==> src/rtl/fnd_scan_ms.sv <==
// rtl/fnd_scan_ms.sv - binary mm:ss to multiplexed 4-digit common-anode 7-segment display
//
// Ports:
//   clk       system clock
//   rst       synchronous reset, active low
//   min_q     binary minute count (0..59, >=60 shows dashes)
//   sec_q     binary second count (0..59, >=60 shows dashes)
//   sec_half  half-second flag, 0 lights the colon
//   blank     1 forces all digits off
//   com       digit enables, active low, com[3] = minute tens .. com[0] = second ones
//   seg       segments {g,f,e,d,c,b,a}, active low
//   dp        colon / decimal point, active low
module fnd_scan_ms #(
   parameter int SCAN_DIV = 50000,
   parameter int GUARD    = 2
) (
   input  logic       clk,
   input  logic       rst,
   input  logic [5:0] min_q,
   input  logic [5:0] sec_q,
   input  logic       sec_half,
   input  logic       blank,
   output logic [3:0] com,
   output logic [6:0] seg,
   output logic       dp
);

   localparam int PW = (SCAN_DIV > 1) ? $clog2(SCAN_DIV) : 1;
   localparam logic [3:0] DASH = 4'd10;
   localparam logic [3:0] SEL0 = 4'b1000;

   typedef enum logic [1:0] {IDLE, CONV_M, CONV_S, DONE} state_t;

   state_t        r_state, w_state_nxt;
   logic [PW-1:0] r_pre;
   logic [1:0]    r_dig;

   // converter work registers
   logic [5:0] r_wm, r_ws;
   logic [2:0] r_tm, r_ts;
   logic       r_m_bad, r_s_bad, r_half_cap;

   // result registers (filled at DONE) and display registers (frame start)
   logic [3:0] r_res_mt, r_res_mo, r_res_st, r_res_so;
   logic       r_res_half;
   logic [3:0] r_dsp_mt, r_dsp_mo, r_dsp_st, r_dsp_so;
   logic       r_dsp_half;

   logic       w_frame_start, w_pre_wrap, w_on;
   logic [3:0] w_nx_mt, w_nx_mo, w_nx_st, w_nx_so, w_digit;
   logic       w_nx_half;

   function automatic logic [6:0] f_seg(input logic [3:0] d);
      case (d)
         4'd0:    f_seg = 7'b1000000;
         4'd1:    f_seg = 7'b1111001;
         4'd2:    f_seg = 7'b0100100;
         4'd3:    f_seg = 7'b0110000;
         4'd4:    f_seg = 7'b0011001;
         4'd5:    f_seg = 7'b0010010;
         4'd6:    f_seg = 7'b0000010;
         4'd7:    f_seg = 7'b1111000;
         4'd8:    f_seg = 7'b0000000;
         4'd9:    f_seg = 7'b0010000;
         default: f_seg = 7'b0111111;
      endcase
   endfunction

   assign w_frame_start = (r_pre == '0) && (r_dig == 2'd0);
   assign w_pre_wrap    = (r_pre == PW'(SCAN_DIV - 1));
   assign w_on          = (r_pre >= PW'(GUARD)) && !blank;

   // Output registers are loaded on the same edge that commits a new frame,
   // so look through to the values the display registers are about to take.
   assign w_nx_mt   = w_frame_start ? r_res_mt   : r_dsp_mt;
   assign w_nx_mo   = w_frame_start ? r_res_mo   : r_dsp_mo;
   assign w_nx_st   = w_frame_start ? r_res_st   : r_dsp_st;
   assign w_nx_so   = w_frame_start ? r_res_so   : r_dsp_so;
   assign w_nx_half = w_frame_start ? r_res_half : r_dsp_half;

   always_comb begin
      w_digit = w_nx_mt;
      case (r_dig)
         2'd0: w_digit = w_nx_mt;
         2'd1: w_digit = w_nx_mo;
         2'd2: w_digit = w_nx_st;
         2'd3: w_digit = w_nx_so;
         default: w_digit = w_nx_mt;
      endcase
   end

   always_comb begin
      w_state_nxt = r_state;
      case (r_state)
         IDLE:    if (w_frame_start) w_state_nxt = CONV_M;
         CONV_M:  if (r_wm < 6'd10)  w_state_nxt = CONV_S;
         CONV_S:  if (r_ws < 6'd10)  w_state_nxt = DONE;
         DONE:    w_state_nxt = IDLE;
         default: w_state_nxt = IDLE;
      endcase
   end

   always_ff @(posedge clk) begin
      if (!rst) begin
         r_state    <= IDLE;
         r_pre      <= '0;
         r_dig      <= 2'd0;
         r_wm       <= 6'd0;
         r_ws       <= 6'd0;
         r_tm       <= 3'd0;
         r_ts       <= 3'd0;
         r_m_bad    <= 1'b0;
         r_s_bad    <= 1'b0;
         r_half_cap <= 1'b0;
         r_res_mt   <= 4'd0;
         r_res_mo   <= 4'd0;
         r_res_st   <= 4'd0;
         r_res_so   <= 4'd0;
         r_res_half <= 1'b0;
         r_dsp_mt   <= 4'd0;
         r_dsp_mo   <= 4'd0;
         r_dsp_st   <= 4'd0;
         r_dsp_so   <= 4'd0;
         r_dsp_half <= 1'b0;
         com        <= 4'hF;
         seg        <= 7'h7F;
         dp         <= 1'b1;
      end else begin
         r_state <= w_state_nxt;
         r_pre   <= w_pre_wrap ? '0 : r_pre + 1'b1;
         if (w_pre_wrap) r_dig <= r_dig + 2'd1;

         if (w_frame_start) begin
            r_dsp_mt   <= r_res_mt;
            r_dsp_mo   <= r_res_mo;
            r_dsp_st   <= r_res_st;
            r_dsp_so   <= r_res_so;
            r_dsp_half <= r_res_half;
         end

         case (r_state)
            IDLE: if (w_frame_start) begin
               r_wm       <= min_q;
               r_ws       <= sec_q;
               r_tm       <= 3'd0;
               r_ts       <= 3'd0;
               r_m_bad    <= (min_q >= 6'd60);
               r_s_bad    <= (sec_q >= 6'd60);
               r_half_cap <= sec_half;
            end
            CONV_M: if (r_wm >= 6'd10) begin
               r_wm <= r_wm - 6'd10;
               r_tm <= r_tm + 3'd1;
            end
            CONV_S: if (r_ws >= 6'd10) begin
               r_ws <= r_ws - 6'd10;
               r_ts <= r_ts + 3'd1;
            end
            DONE: begin
               r_res_mt   <= r_m_bad ? DASH : {1'b0, r_tm};
               r_res_mo   <= r_m_bad ? DASH : r_wm[3:0];
               r_res_st   <= r_s_bad ? DASH : {1'b0, r_ts};
               r_res_so   <= r_s_bad ? DASH : r_ws[3:0];
               r_res_half <= r_half_cap;
            end
            default: ;
         endcase

         com <= w_on ? ~(SEL0 >> r_dig) : 4'hF;
         seg <= f_seg(w_digit);
         dp  <= !(w_on && (r_dig == 2'd1) && !w_nx_half);
      end
   end

endmodule
==> config.mk <==
export PLATFORM = sky130hd
export DESIGN_NAME = fnd_scan_ms
export DESIGN_NICKNAME = d
export VERILOG_FILES = /design/src/rtl/fnd_scan_ms.sv
export SDC_FILE = /design/constraint.sdc
export NUM_CORES = 1
export LEC_CHECK = 0
export CORE_UTILIZATION = 30
export CTS_BUF_LIST = sky130_fd_sc_hd__clkbuf_16
export DETAILED_ROUTE_END_ITERATION = 10
export GPL_TIMING_DRIVEN = 0
export PLACE_DENSITY = 0.48
export SYNTH_ARGS = -nofsm -noshare
export SYNTH_HDL_FRONTEND = slang
export SYNTH_SLANG_ARGS = --single-unit
==> constraint.sdc <==
create_clock -name clk -period 7.3 [get_ports clk]
set_clock_uncertainty 0.05 [all_clocks]
set_input_delay 1.46 -clock clk [delete_from_list [all_inputs] [get_ports clk]]
set_output_delay 1.46 -clock clk [all_outputs]
set_load 0.03 [all_outputs]
==> PnR_summary.wiki, run 1 <==
{| class="wikitable"
! Metric !! Value
|-
| Number of gates given a new drive strength after cts || 0
|-
| Largest cells by area after synthesis || dfxtp_1 43%, ha_1 6.8%, nor2_1 6.2%, mux2i_1 5.5%, a21oi_1 4.5%
|-
| Length of the first detailed-routing pass in iterations || 6
|-
| Worst Path Arrival || between 3 and 4 ns
|-
| Via count of the first global-routing pass || 3083
|-
| Clock network latency to the later pin of the worst-skew pair || 0.34 ns
|-
| Total CTS buffers || 9
|-
| Growth of design area from synthesis to finish || 19.9%
|-
| Data required time at the worst endpoint || 7.48 ns
|-
| Count of standard-cell rows || 42
|-
| Antenna Violating Nets Remaining || 0
|-
| Final cycle utilization of the critical path || 45.0%
|-
| Maximum level of the CTS H-tree || 3
|-
| Worst reg-to-reg setup slack || 4.01 ns
|-
| Final core utilization || 36.7%
|-
| Filler-free cell count of the finished design || roughly 670
|-
| Routed length per instance || 14.0 um
|-
| Commonest register cell after synthesis || dfxtp_1
|-
| Top post-synthesis cells by count || 87 x dfxtp_1, 67 x nor2_1, 36 x a21oi_1, 28 x inv_1, 24 x nand2_1
|-
| Clock root cell || clkbuf_16
|-
| Total negative setup slack || 0 ns
|-
| Total Routed Length || 9410 um
|-
| Hold Fails Final Rpt || 0
|-
| Chip width || 118 um
|-
| Diode insertion count for antenna repair || 0
|-
| Maximum buffer depth of the clock tree || 2
|-
| Antenna violations before repair || 0
|-
| Status || finished clean
|-
| Maximum number of pins on one net before global-route repair || 15
|-
| Weighted congestion reported at the end of routability-driven placement || 0.744
|-
| Number of vias per cell || approximately 4.7
|-
| Mean Syn Cell Area || 8.91 um^2
|-
| Remaining global-route overflow || 0
|-
| Worst Hold Margin || 0.410 ns
|-
| Setup repair after global routing missed its margin || false
|-
| Worst min-delay path class || reg2reg
|-
| Largest fanout on the critical path || 7
|-
| Via count || 3136
|-
| Most repeated cell in the gate-level netlist after synthesis || dfxtp_1
|-
| Global-route wire length before repair || 15600 um
|-
| # Max-Cap Violations || 0
|-
| Boundary Pins || 28
|-
| Worst Tran Pin Value || 0.744 ns
|-
| Count of different cell masters after synthesis || 55
|-
| Initial standard-cell utilization of the core || 30.6%
|-
| Post-CTS Setup Repair Bufs || 0
|-
| Total Power || roughly 1.5 mW
|-
| Seq/Total Area, Yosys || between 40% and 50%
|-
| Die Footprint || 0.0139 mm^2
|-
| Final Net Count || 529
|-
| Setup Viol. Count Final || 0
|-
| Layout cell share with drive strength beyond 1 || 8.06%
|-
| Category of the most critical setup path || reg2reg
|-
| Worst setup SP type || flop
|-
| Minimum period implied by the final worst setup slack || 3.29 ns
|-
| Cells after DPL || 656
|-
| CTS tree || done
|-
| HPWL after detailed placement || 6910 um
|-
| PD cells || 312 mW/mm^2
|-
| Number of nets produced by synthesis || around 490
|-
| Filler cell count || 1347
|-
| Fmax || 304 MHz
|-
| Port-buffer cells || 27
|-
| Internal power component || 1.01 mW
|-
| Count of pins over their slew limit || 0
|-
| Number of warnings printed during yosys synthesis || 0
|-
| Slew Limit Headroom || 50.4%
|-
| Clock share of power || 32.0%
|-
| Core footprint || 0.0132 mm^2
|-
| Sequential fraction of design power || between 30% and 40%
|-
| Drt drc || 0
|-
| Net load switching power || 501 uW
|-
| Number of buffers inserted for hold repair after clock tree synthesis || 0
|-
| Cell leakage power || 1.91 nW
|-
| Portion of synthesized cell area occupied by the leading cell type || 43.1%
|-
| Proportion of register bits with asynchronous set or reset after synthesis || 0%
|-
| Cell area after technology mapping || 0.00404 mm^2
|-
| Maximum ir drop on the vdd rail || 0.0933 mV
|-
| Register bit total from synthesis || between 80 and 90
|-
| Combinational power share || 30.6%
|-
| DRC violation total after the first TritonRoute iteration || roughly 200
|-
| Kind of end point of the critical path || flop
|-
| Total number of clock tree sinks || 87
|-
| EDFF count, synth || 0
|-
| Yosys top cell by area || dfxtp_1
|-
| Clk pin slew, worst setup/hold paths || 0.06 ns
|-
| Global router's overall resource usage || 14.4%
|-
| Switching Fraction || 33.1%
|-
| Number of instances in the synthesized netlist || 453
|-
| Die height || 118 um
|}
[metal layers]
layer  routed length [um]  up-vias  track usage (%)
li1                     -     1622                -
met1                 4560     1473             17.7
met2                 4420       27             24.2
met3                  279       14             3.49
met4                  159        0             5.53
met5                    0        -                0
[stage by stage]
step	setup WS, ns	instance area (um^2)
final	4.01	4840
after global placement	3.78	4530
after floorplan	4.36	4040
after detailed placement	3.81	4530
after CTS	3.99	4840
after global routing	3.79	4840
[path summary, 6_finish.rpt]
| kind | from | endpoint | cells past startpoint |
|---|---|---|---|
| worst max-delay path | r_pre[5] | seg[0] | 10 |
| worst min-delay path | r_wm[0] | r_wm[0] | 2 |
| worst max register to register | r_pre[5] | seg[0] | 10 |
| worst min register to register | r_wm[0] | r_wm[0] | 2 |
[final cells by class]
type	instances	area, um^2	area share (%)
multi-input cells	319	2090	43.2
flip-flops and latches	87	1740	36.0
repair buffers	27	270	5.58
clock buffers	9	225	4.65
well taps	176	220	4.55
inverters	30	113	2.33
plain buffers	17	91.3	1.89
clock inverters	7	88.8	1.84
[cells by family (layout without fill, tap and decap cells)]
family	Yosys count	after routing	share of synthesized area [%]
AO/OA/AOI/OAI	89	89	14.0
XOR/XNOR	16	16	3.47
AND/OR/NAND/NOR	164	164	20.3
flip-flops	87	87	43.1
multiplexers	28	28	7.22
buffers and inverters	47	90	5.05
adder cells (fa/ha/maj)	22	22	6.82
[state kept, by name (all words and copies together), names as in the netlist, 2 cells and up]
name      count
com           4
r_state       2
seg           7
r_dsp_mo      4
r_res_st      4
r_dig         2
r_res_mo      4
r_res_so      4
r_wm          6
r_res_mt      4
r_tm          3
r_ts          3
r_pre        16
r_dsp_so      4
r_dsp_st      4
r_dsp_mt      4
r_ws          6
[power by group through the flow]
stage	Clock [mW]	Sequential [mW]	Combinational [mW]
floorplan	0	0.570	0.349
global route	0.518	0.572	0.515
CTS	0.497	0.566	0.463
global placement	0	0.575	0.453
finish	0.484	0.566	0.463
detailed placement	0	0.577	0.459
[layout by cell type (no fill, tap or decap), types with 9 or more instances in the layout]
master / instances
clkdlybuf4s50_1: 27
ha_1: 22
nand3_1: 11
a21oi_1: 36
nor3_1: 10
nor2_1: 67
o21ai_0: 21
dfxtp_1: 87
nand2_1: 24
clkbuf_1: 12
mux2i_1: 22
nor2b_1: 9
inv_1: 29
clkbuf_16: 9
[critical path, stage by stage, from the launching register on]
cell,delay [ns]
dfxtp_1,0.34
nor3_1,0.32
nand4_2,0.24
nor2_4,0.33
mux2_2,0.38
a2111o_1,0.44
a21oi_2,0.28
inv_1,0.13
ha_1,0.22
mux2_1,0.28
o21a_1,0.16
(Power assumes the default switching activity.)
==> run 2: changes to the inputs <==
--- a/config.mk
+++ b/config.mk
@@ -9,7 +9,7 @@
 export CTS_BUF_LIST = sky130_fd_sc_hd__clkbuf_16
 export DETAILED_ROUTE_END_ITERATION = 10
 export GPL_TIMING_DRIVEN = 0
-export PLACE_DENSITY = 0.48
+export PLACE_DENSITY = 0.5
 export SYNTH_ARGS = -nofsm -noshare
 export SYNTH_HDL_FRONTEND = slang
 export SYNTH_SLANG_ARGS = --single-unit
==> constraint.sdc (replaced) <==
create_clock -name clk -period 2.8 [get_ports clk]
set_clock_uncertainty 0.05 [all_clocks]
set_input_delay 0.56 -clock clk [delete_from_list [all_inputs] [get_ports clk]]
set_output_delay 0.56 -clock clk [all_outputs]
set_load 0.03 [all_outputs]
==> run 2 against run 1 <==
Global-route usage is 0.44 points higher. The flow now finishes with violations (setup timing). Clock power up 130%. Critical endpoint unchanged. Largest power group unchanged. Hold slack better by 0.00072 ns. Highest routed layer unchanged.
==> PnR_summary.wiki, run 2 (synthesized netlist as in run 1, its figures left out) <==
{| class="wikitable"
! Metric !! Value
|-
| Filler-free cell count of the finished design || 683 (was 672)
|-
| Clock share of power || 29.4% (was 32.0%)
|-
| Remaining global-route overflow || 0 (unchanged)
|-
| Number of flip-flops under the largest register name || 16 (unchanged)
|-
| Violations in the final reports || setup timing
|-
| Worst setup SP type || flop (unchanged)
|-
| Routed length per instance || 14.0 um (about the same)
|-
| Total Routed Length || 9550 um (was 9410 um)
|-
| Worst reg-to-reg setup slack || -0.07 ns (was 4.01 ns)
|-
| Final cycle utilization of the critical path || 103% (was 45.0%)
|-
| Antenna violations before repair || 0 (unchanged)
|-
| # Max-Cap Violations || 0 (unchanged)
|-
| Kind of end point of the critical path || flop (unchanged)
|-
| Fmax || 348 MHz (was 304 MHz)
|-
| Antenna Violating Nets Remaining || 0 (unchanged)
|-
| Via count of the first global-routing pass || 3231 (was 3083)
|-
| Most frequent cells in the layout || 83 x dfxtp_1, 67 x nor2_1, 35 x a21oi_1 (was 87 x dfxtp_1, 67 x nor2_1, 36 x a21oi_1)
|-
| Cells on Worst Hold Path || 2 (unchanged)
|-
| Via count || 3235 (was 3136)
|-
| Most used cell, CP || mux2_4
|-
| Series of cell instances along the critical path || nor4_4 -> nand4_2 -> nor2_4 -> buf_6 -> mux2_4 -> a2111o_1 -> a21oi_4 -> inv_2 -> ha_4 -> mux2_4 -> o21a_1 (was nor3_1 -> nand4_2 -> nor2_4 -> mux2_2 -> a2111o_1 -> a21oi_2 -> inv_1 -> ha_1 -> mux2_1 -> o21a_1)
|-
| Worst min-delay path class || reg2reg (unchanged)
|-
| HPWL after detailed placement || 6840 um (was 6910 um)
|-
| Cell count of the worst reg-to-reg path || 11 (was 10)
|-
| Maximum ir drop on the vdd rail || 0.288 mV (was 0.0933 mV)
|-
| Clock network latency to the later pin of the worst-skew pair || 0.35 ns (was 0.34 ns)
|-
| Maximum number of pins on one net before global-route repair || 17 (was 15)
|-
| Clock root cell || clkbuf_16 (unchanged)
|-
| Cells after DPL || 656 (unchanged)
|-
| Drt drc || 0 (unchanged)
|-
| Number of vias per cell || 4.74 (was 4.67)
|-
| Count of pins over their slew limit || 0 (unchanged)
|-
| Initial standard-cell utilization of the core || 30.6% (unchanged)
|-
| Maximum buffer depth of the clock tree || 2 (unchanged)
|-
| Global-route wire length before repair || 16100 um (was 15600 um)
|-
| Worst setup startpoint || r_pre[13] (was r_pre[5])
|-
| Hold worst-path end || r_half_cap (was r_wm[0])
|-
| Reg2Reg Capture Point || seg[0] (unchanged)
|-
| Category of the most critical setup path || reg2reg (unchanged)
|-
| Setup repair after global routing missed its margin || true (was false)
|-
| Worst Tran Pin Value || 0.681 ns (was 0.744 ns)
|-
| Die height || 118 um (unchanged)
|-
| Hold Fails Final Rpt || 0 (unchanged)
|-
| Largest incremental delay on the critical path || 0.41 ns (was 0.44 ns)
|-
| Total negative setup slack || -0.158 ns (was 0 ns)
|-
| Core footprint || 0.0132 mm^2 (unchanged)
|-
| Total CTS buffers || 9 (unchanged)
|-
| Minimum period implied by the final worst setup slack || 2.87 ns (was 3.29 ns)
|-
| Chip width || 118 um (unchanged)
|-
| Switching Fraction || 35.1% (was 33.1%)
|-
| Final worst setup slack || -0.0728 ns (was 4.01 ns)
|-
| Worst Hold Margin || 0.411 ns (was 0.410 ns)
|-
| Cell leakage power || 1.94 nW (was 1.91 nW)
|-
| Setup Viol. Count Final || 4 (was 0)
|-
| Sequential fraction of design power || 38.3% (was 37.4%)
|-
| Boundary Pins || 28 (unchanged)
|-
| Largest fanout on the critical path || 3 (was 7)
|-
| Maximum level of the CTS H-tree || 3 (unchanged)
|-
| DRC violation total after the first TritonRoute iteration || 132 (was 199)
|-
| Length of the first detailed-routing pass in iterations || 4 (was 6)
|-
| Growth of design area from synthesis to finish || 24.4% (was 19.9%)
|-
| CTS tree || done (unchanged)
|-
| Port-buffer cells || 27 (unchanged)
|-
| Status || complete, but fails checks (was finished clean)
|-
| Top reg by flops || r_pre (unchanged)
|-
| Internal power component || 2.49 mW (was 1.01 mW)
|-
| Slowest CP cell || a2111o_1 (unchanged)
|-
| Total number of clock tree sinks || 87 (unchanged)
|-
| Worst reg2reg path startpoint || r_pre[13] (was r_pre[5])
|-
| Data required time at the worst endpoint || 2.99 ns (was 7.48 ns)
|-
| Weighted congestion reported at the end of routability-driven placement || 0.769 (was 0.744)
|-
| Diode insertion count for antenna repair || 0 (unchanged)
|-
| Clk pin slew, worst setup/hold paths || 0.07 ns (was 0.06 ns)
|-
| Combinational power share || 32.3% (was 30.6%)
|-
| Global router's overall resource usage || 14.9% (was 14.4%)
|-
| Most common cell after layout, fill and taps aside || dfxtp_1 (unchanged)
|-
| Count of standard-cell rows || 42 (unchanged)
|-
| Net load switching power || 1.35 mW (was 501 uW)
|-
| PD cells || 765 mW/mm^2 (was 312 mW/mm^2)
|-
| Final Net Count || 540 (was 529)
|-
| Slew Limit Headroom || 54.6% (was 50.4%)
|-
| Biggest regs || r_pre (16), seg (7) (unchanged)
|-
| Worst Path Arrival || 3.07 ns (was 3.47 ns)
|-
| Die Footprint || 0.0139 mm^2 (unchanged)
|-
| Layout cell share with drive strength beyond 1 || 14.0% (was 8.06%)
|-
| Setup slack after placement || -0.470 ns (was 3.81 ns)
|-
| Launch point of the worst hold path || r_half_cap (was r_wm[0])
|}
[run 2: power groups by stage]
stage / Clock, mW / Combinational [mW] / Sequential (mW)
3_5_place_dp: 0 / 1.20 / 1.50
2_1_floorplan: 0 / 0.911 / 1.49
4_1_cts: 1.18 / 1.23 / 1.47
6_report: 1.13 / 1.24 / 1.47
5_1_grt: 1.23 / 1.40 / 1.49
3_3_place_gp: 0 / 1.18 / 1.50
[run 2: how the worst max path moves through the flow]
| stage | end | slack (ns) |
|---|---|---|
| detailed placement | seg[0] | -0.47 |
| finish | seg[0] | -0.07 |
| CTS | seg[1] | -0.09 |
| global placement | seg[0] | -0.46 |
| global route | seg[0] | -0.17 |
| floorplan | seg[0] | 0.002 |
[run 2: worst max-delay path, delay by kind of cell, from the launching register on]
kind | cells | cell delay, ns
buffers and inverters | 2 | 0.19
AOI/OAI and AO/OA | 3 | 0.76
muxes | 2 | 0.55
adders and majority gates | 1 | 0.16
and+or+nand+nor | 3 | 0.68
DFF | 1 | 0.36
[run 2: timing repair]
| item | 4_1_cts | 5_1_grt |
|---|---|---|
| setup endpoints to repair | 7 | 7 |
| gates cloned | 0 | 0 |
| hold buffers | 0 | 0 |
| buffers inserted | 8 | 3 |
| gates resized for setup | 14 | 16 |
| pin swaps | 7 | 10 |
[run 2: stage by stage]
step	area (um^2)	power [mW]	util (%)
floorplan	4040	2.40	-
global placement	4530	2.68	34.4
detailed placement	4530	2.70	34.4
CTS	4930	3.88	37.4
global route	5020	4.12	38.1
finish	5020	3.84	38.1
[run 2: layer usage]
layer | share of wire, % | GRT usage [%] | wire length [um] | vias to the layer above
met2 | 48 | 24.7 | 4620 | 31
met4 | 2.3 | 6.97 | 216 | 0
met3 | 2.2 | 3.29 | 211 | 18
met1 | 47 | 18.2 | 4510 | 1540
li1 | - | - | - | 1646
met5 | 0 | 0 | 0 | -
[run 2: cell type report]
class / instances / area, um^2
fill: 1321 / 8170
multi-input combinational: 319 / 2200
sequential: 87 / 1750
timing repair buffer: 38 / 360
clock buffer: 9 / 225
tap: 176 / 220
inverter: 30 / 113
buffer: 17 / 98.8
clock inverter: 7 / 56.3
==> run 3: changes to the inputs <==
--- a/config.mk
+++ b/config.mk
@@ -5,11 +5,11 @@
 export SDC_FILE = /design/constraint.sdc
 export NUM_CORES = 1
 export LEC_CHECK = 0
-export CORE_UTILIZATION = 30
+export CORE_UTILIZATION = 53
 export CTS_BUF_LIST = sky130_fd_sc_hd__clkbuf_16
 export DETAILED_ROUTE_END_ITERATION = 10
 export GPL_TIMING_DRIVEN = 0
-export PLACE_DENSITY = 0.5
+export PLACE_DENSITY = 0.78
 export SYNTH_ARGS = -nofsm -noshare
 export SYNTH_HDL_FRONTEND = slang
 export SYNTH_SLANG_ARGS = --single-unit
==> run 3 against run 2 <==
Global-route usage rose by 10 points. Largest cell class unchanged. Combinational power barely moved. Non-clock buffer count rose by 3. Critical path depth did not move. Clock power rose by 6%. Die area fell by 43%. Wire length barely moved. Register-to-register slack got worse by 0.03 ns. The run still ends with setup timing left. Via count rose by 4.5%. Final cell count fell by 11%. Core utilization rose by 30 points. Sequential share of layout area rose by 0.40 points.
==> PnR_summary.wiki, run 3 (synthesized netlist as in run 1, its figures left out) <==
{| class="wikitable"
! Metric !! Value
|-
| Status || complete, but fails checks (unchanged)
|-
| Violations in the final reports || setup timing (unchanged)
|-
| Growth of design area from synthesis to finish || 22.8% (was 24.4%)
|-
| Maximum ir drop on the vdd rail || 0.378 mV (was 0.288 mV)
|-
| Diode insertion count for antenna repair || 0 (unchanged)
|-
| Count of pins over their slew limit || 0 (unchanged)
|-
| Number of vias per cell || 5.55 (was 4.74)
|-
| Via count of the first global-routing pass || 3225 (was 3231)
|-
| Worst setup SP type || flop (unchanged)
|-
| Die height || 89.3 um (was 118 um)
|-
| Total Routed Length || 9550 um (about the same)
|-
| Drt drc || 0 (unchanged)
|-
| Worst min-delay path class || reg2reg (unchanged)
|-
| Total Power || 3.94 mW (was 3.84 mW)
|-
| Final cycle utilization of the critical path || 104% (was 103%)
|-
| Final worst setup slack || -0.102 ns (was -0.0728 ns)
|-
| Global router's overall resource usage || 25.2% (was 14.9%)
|-
| Die Footprint || 0.00797 mm^2 (was 0.0139 mm^2)
|-
| Antenna violations before repair || 0 (unchanged)
|-
| DRC violation total after the first TritonRoute iteration || 264 (was 132)
|-
| Chip width || 89.3 um (was 118 um)
|-
| Footprint of the multi-input gates || 0.00219 mm^2 (was 0.00220 mm^2)
|-
| Final Net Count || 543 (was 540)
|-
| Slew Limit Headroom || 57.0% (was 54.6%)
|-
| Most common cell after layout, fill and taps aside || dfxtp_1 (unchanged)
|-
| Setup Viol. Count Final || 6 (was 4)
|-
| Maximum level of the CTS H-tree || 3 (unchanged)
|-
| # Max-Cap Violations || 0 (unchanged)
|-
| Antenna Violating Nets Remaining || 0 (unchanged)
|-
| Routed length per instance || 15.7 um (was 14.0 um)
|-
| Worst Path Arrival || 3.09 ns (was 3.07 ns)
|-
| Layout cell share with drive strength beyond 1 || 13.7% (was 14.0%)
|-
| Clk pin slew, worst setup/hold paths || 0.07 ns (about the same)
|-
| Hold Fails Final Rpt || 0 (unchanged)
|-
| Cell leakage power || 1.96 nW (was 1.94 nW)
|-
| Total CTS buffers || 9 (unchanged)
|-
| Cells on Worst Hold Path || 2 (unchanged)
|-
| Cells after DPL || 579 (was 656)
|-
| Setup repair after global routing missed its margin || true (unchanged)
|-
| Port-buffer cells || 27 (unchanged)
|-
| Length of the first detailed-routing pass in iterations || 5 (was 4)
|-
| Filler cell count || 587 (was 1321)
|-
| Top reg by flops || r_pre (unchanged)
|-
| Total number of clock tree sinks || 87 (unchanged)
|-
| Fmax || 345 MHz (was 348 MHz)
|-
| Remaining global-route overflow || 0 (unchanged)
|-
| Initial standard-cell utilization of the core || 55.4% (was 30.6%)
|-
| Final core utilization || 68.0% (was 38.1%)
|-
| Boundary Pins || 28 (unchanged)
|-
| Kind of end point of the critical path || flop (unchanged)
|-
| HPWL after detailed placement || 6180 um (was 6840 um)
|-
| CTS tree || done (unchanged)
|-
| Data required time at the worst endpoint || 2.99 ns (about the same)
|-
| PD cells || 794 mW/mm^2 (was 765 mW/mm^2)
|-
| Biggest regs || r_pre (16), seg (7) (unchanged)
|-
| Clock root cell || clkbuf_16 (unchanged)
|-
| Minimum period implied by the final worst setup slack || 2.90 ns (was 2.87 ns)
|-
| Category of the most critical setup path || reg2reg (unchanged)
|-
| Maximum number of pins on one net before global-route repair || 16 (was 17)
|-
| Core footprint || 0.00729 mm^2 (was 0.0132 mm^2)
|-
| Area used by sequential logic in the layout || 0.00175 mm^2 (about the same)
|-
| Cell count of the worst reg-to-reg path || 11 (unchanged)
|-
| Global-route wire length before repair || 15100 um (was 16100 um)
|-
| Number of buffers inserted for hold repair after clock tree synthesis || 0 (unchanged)
|-
| Largest fanout on the critical path || 3 (unchanged)
|-
| Count of standard-cell rows || 31 (was 42)
|-
| Maximum buffer depth of the clock tree || 2 (unchanged)
|-
| Filler-free cell count of the finished design || 609 (was 683)
|-
| Clock network latency to the later pin of the worst-skew pair || 0.35 ns (about the same)
|-
| Number of flip-flops under the largest register name || 16 (unchanged)
|-
| Via count || 3379 (was 3235)
|-
| Worst Tran Pin Value || 0.639 ns (was 0.681 ns)
|-
| Most frequent cells in the layout || 85 x dfxtp_1, 67 x nor2_1, 35 x a21oi_1 (was 83 x dfxtp_1, 67 x nor2_1, 35 x a21oi_1)
|-
| Weighted congestion reported at the end of routability-driven placement || 0.864 (was 0.769)
|}
[run 3: changes by cell type in the layout (fill, tap and decap cells not counted), moves of 2 or more]
cell	before	now
buf_6	3	5
clkinv_2	0	2
buf_4	9	11
ha_2	2	0
dfxtp_1	83	85
ha_4	3	5
dfxtp_2	2	0
clkinvlp_4	4	2
[run 3: per-stage QoR]
stage,instance area (um^2),setup slack [ns],hold WS (ns),TNS (ns)
after floorplan,4040,0.00170,0.382,0
after global placement,4440,-0.367,0.398,-1.36
after detailed placement,4440,-0.414,0.405,-1.66
after CTS,4830,-0.0889,0.413,-0.363
after global routing,4960,-0.185,0.433,-0.906
final,4960,-0.102,0.410,-0.263
[run 3: power by group]
group          internal [mW]  switching, mW
sequential              1.37         0.0989
combinational          0.515          0.751
clock                  0.692          0.504
[run 3: path summary, 6_finish.rpt]
kind               from         end  slack (ns)
max           r_pre[13]      seg[0]       -0.10
min          r_half_cap  r_half_cap        0.41
max reg2reg   r_pre[13]      seg[0]       -0.10
min reg2reg  r_half_cap  r_half_cap        0.41
[run 3: worst max-delay path, cell delays in order, from the launching register on]
cell and delay (ns):
dfxtp_4 0.36, nor4_4 0.31, nand4_2 0.18, nor2_4 0.19, buf_6 0.13, mux2_4 0.29, a2111o_1 0.41, a21oi_4 0.20
inv_2 0.08, ha_4 0.16, mux2_4 0.26, o21a_1 0.16
[run 3: repair_timing]
action                     in CTS  in global routing
gates cloned                    0                  0
pin swaps                       6                 12
setup endpoints to repair       7                  7
resized for setup               9                 17
setup buffers                   7                  7
[run 3: cell type report]
type,instances,area share (%)
Timing Repair Buffer,41,7.80
Buffer,17,1.92
Inverter,30,2.27
Tap cell,99,2.50
Multi-Input combinational cell,319,44.2
Sequential cell,87,35.3
Clock inverter,7,1.46
Clock buffer,9,4.54
[run 3: per-layer routing]
metal,GRT usage (%),share of wire [%],vias to the layer above
met5,0,0,-
met4,9.09,2.0,0
met3,5.45,6.5,22
met2,42.3,49,115
met1,32.0,42,1594
li1,-,-,1648
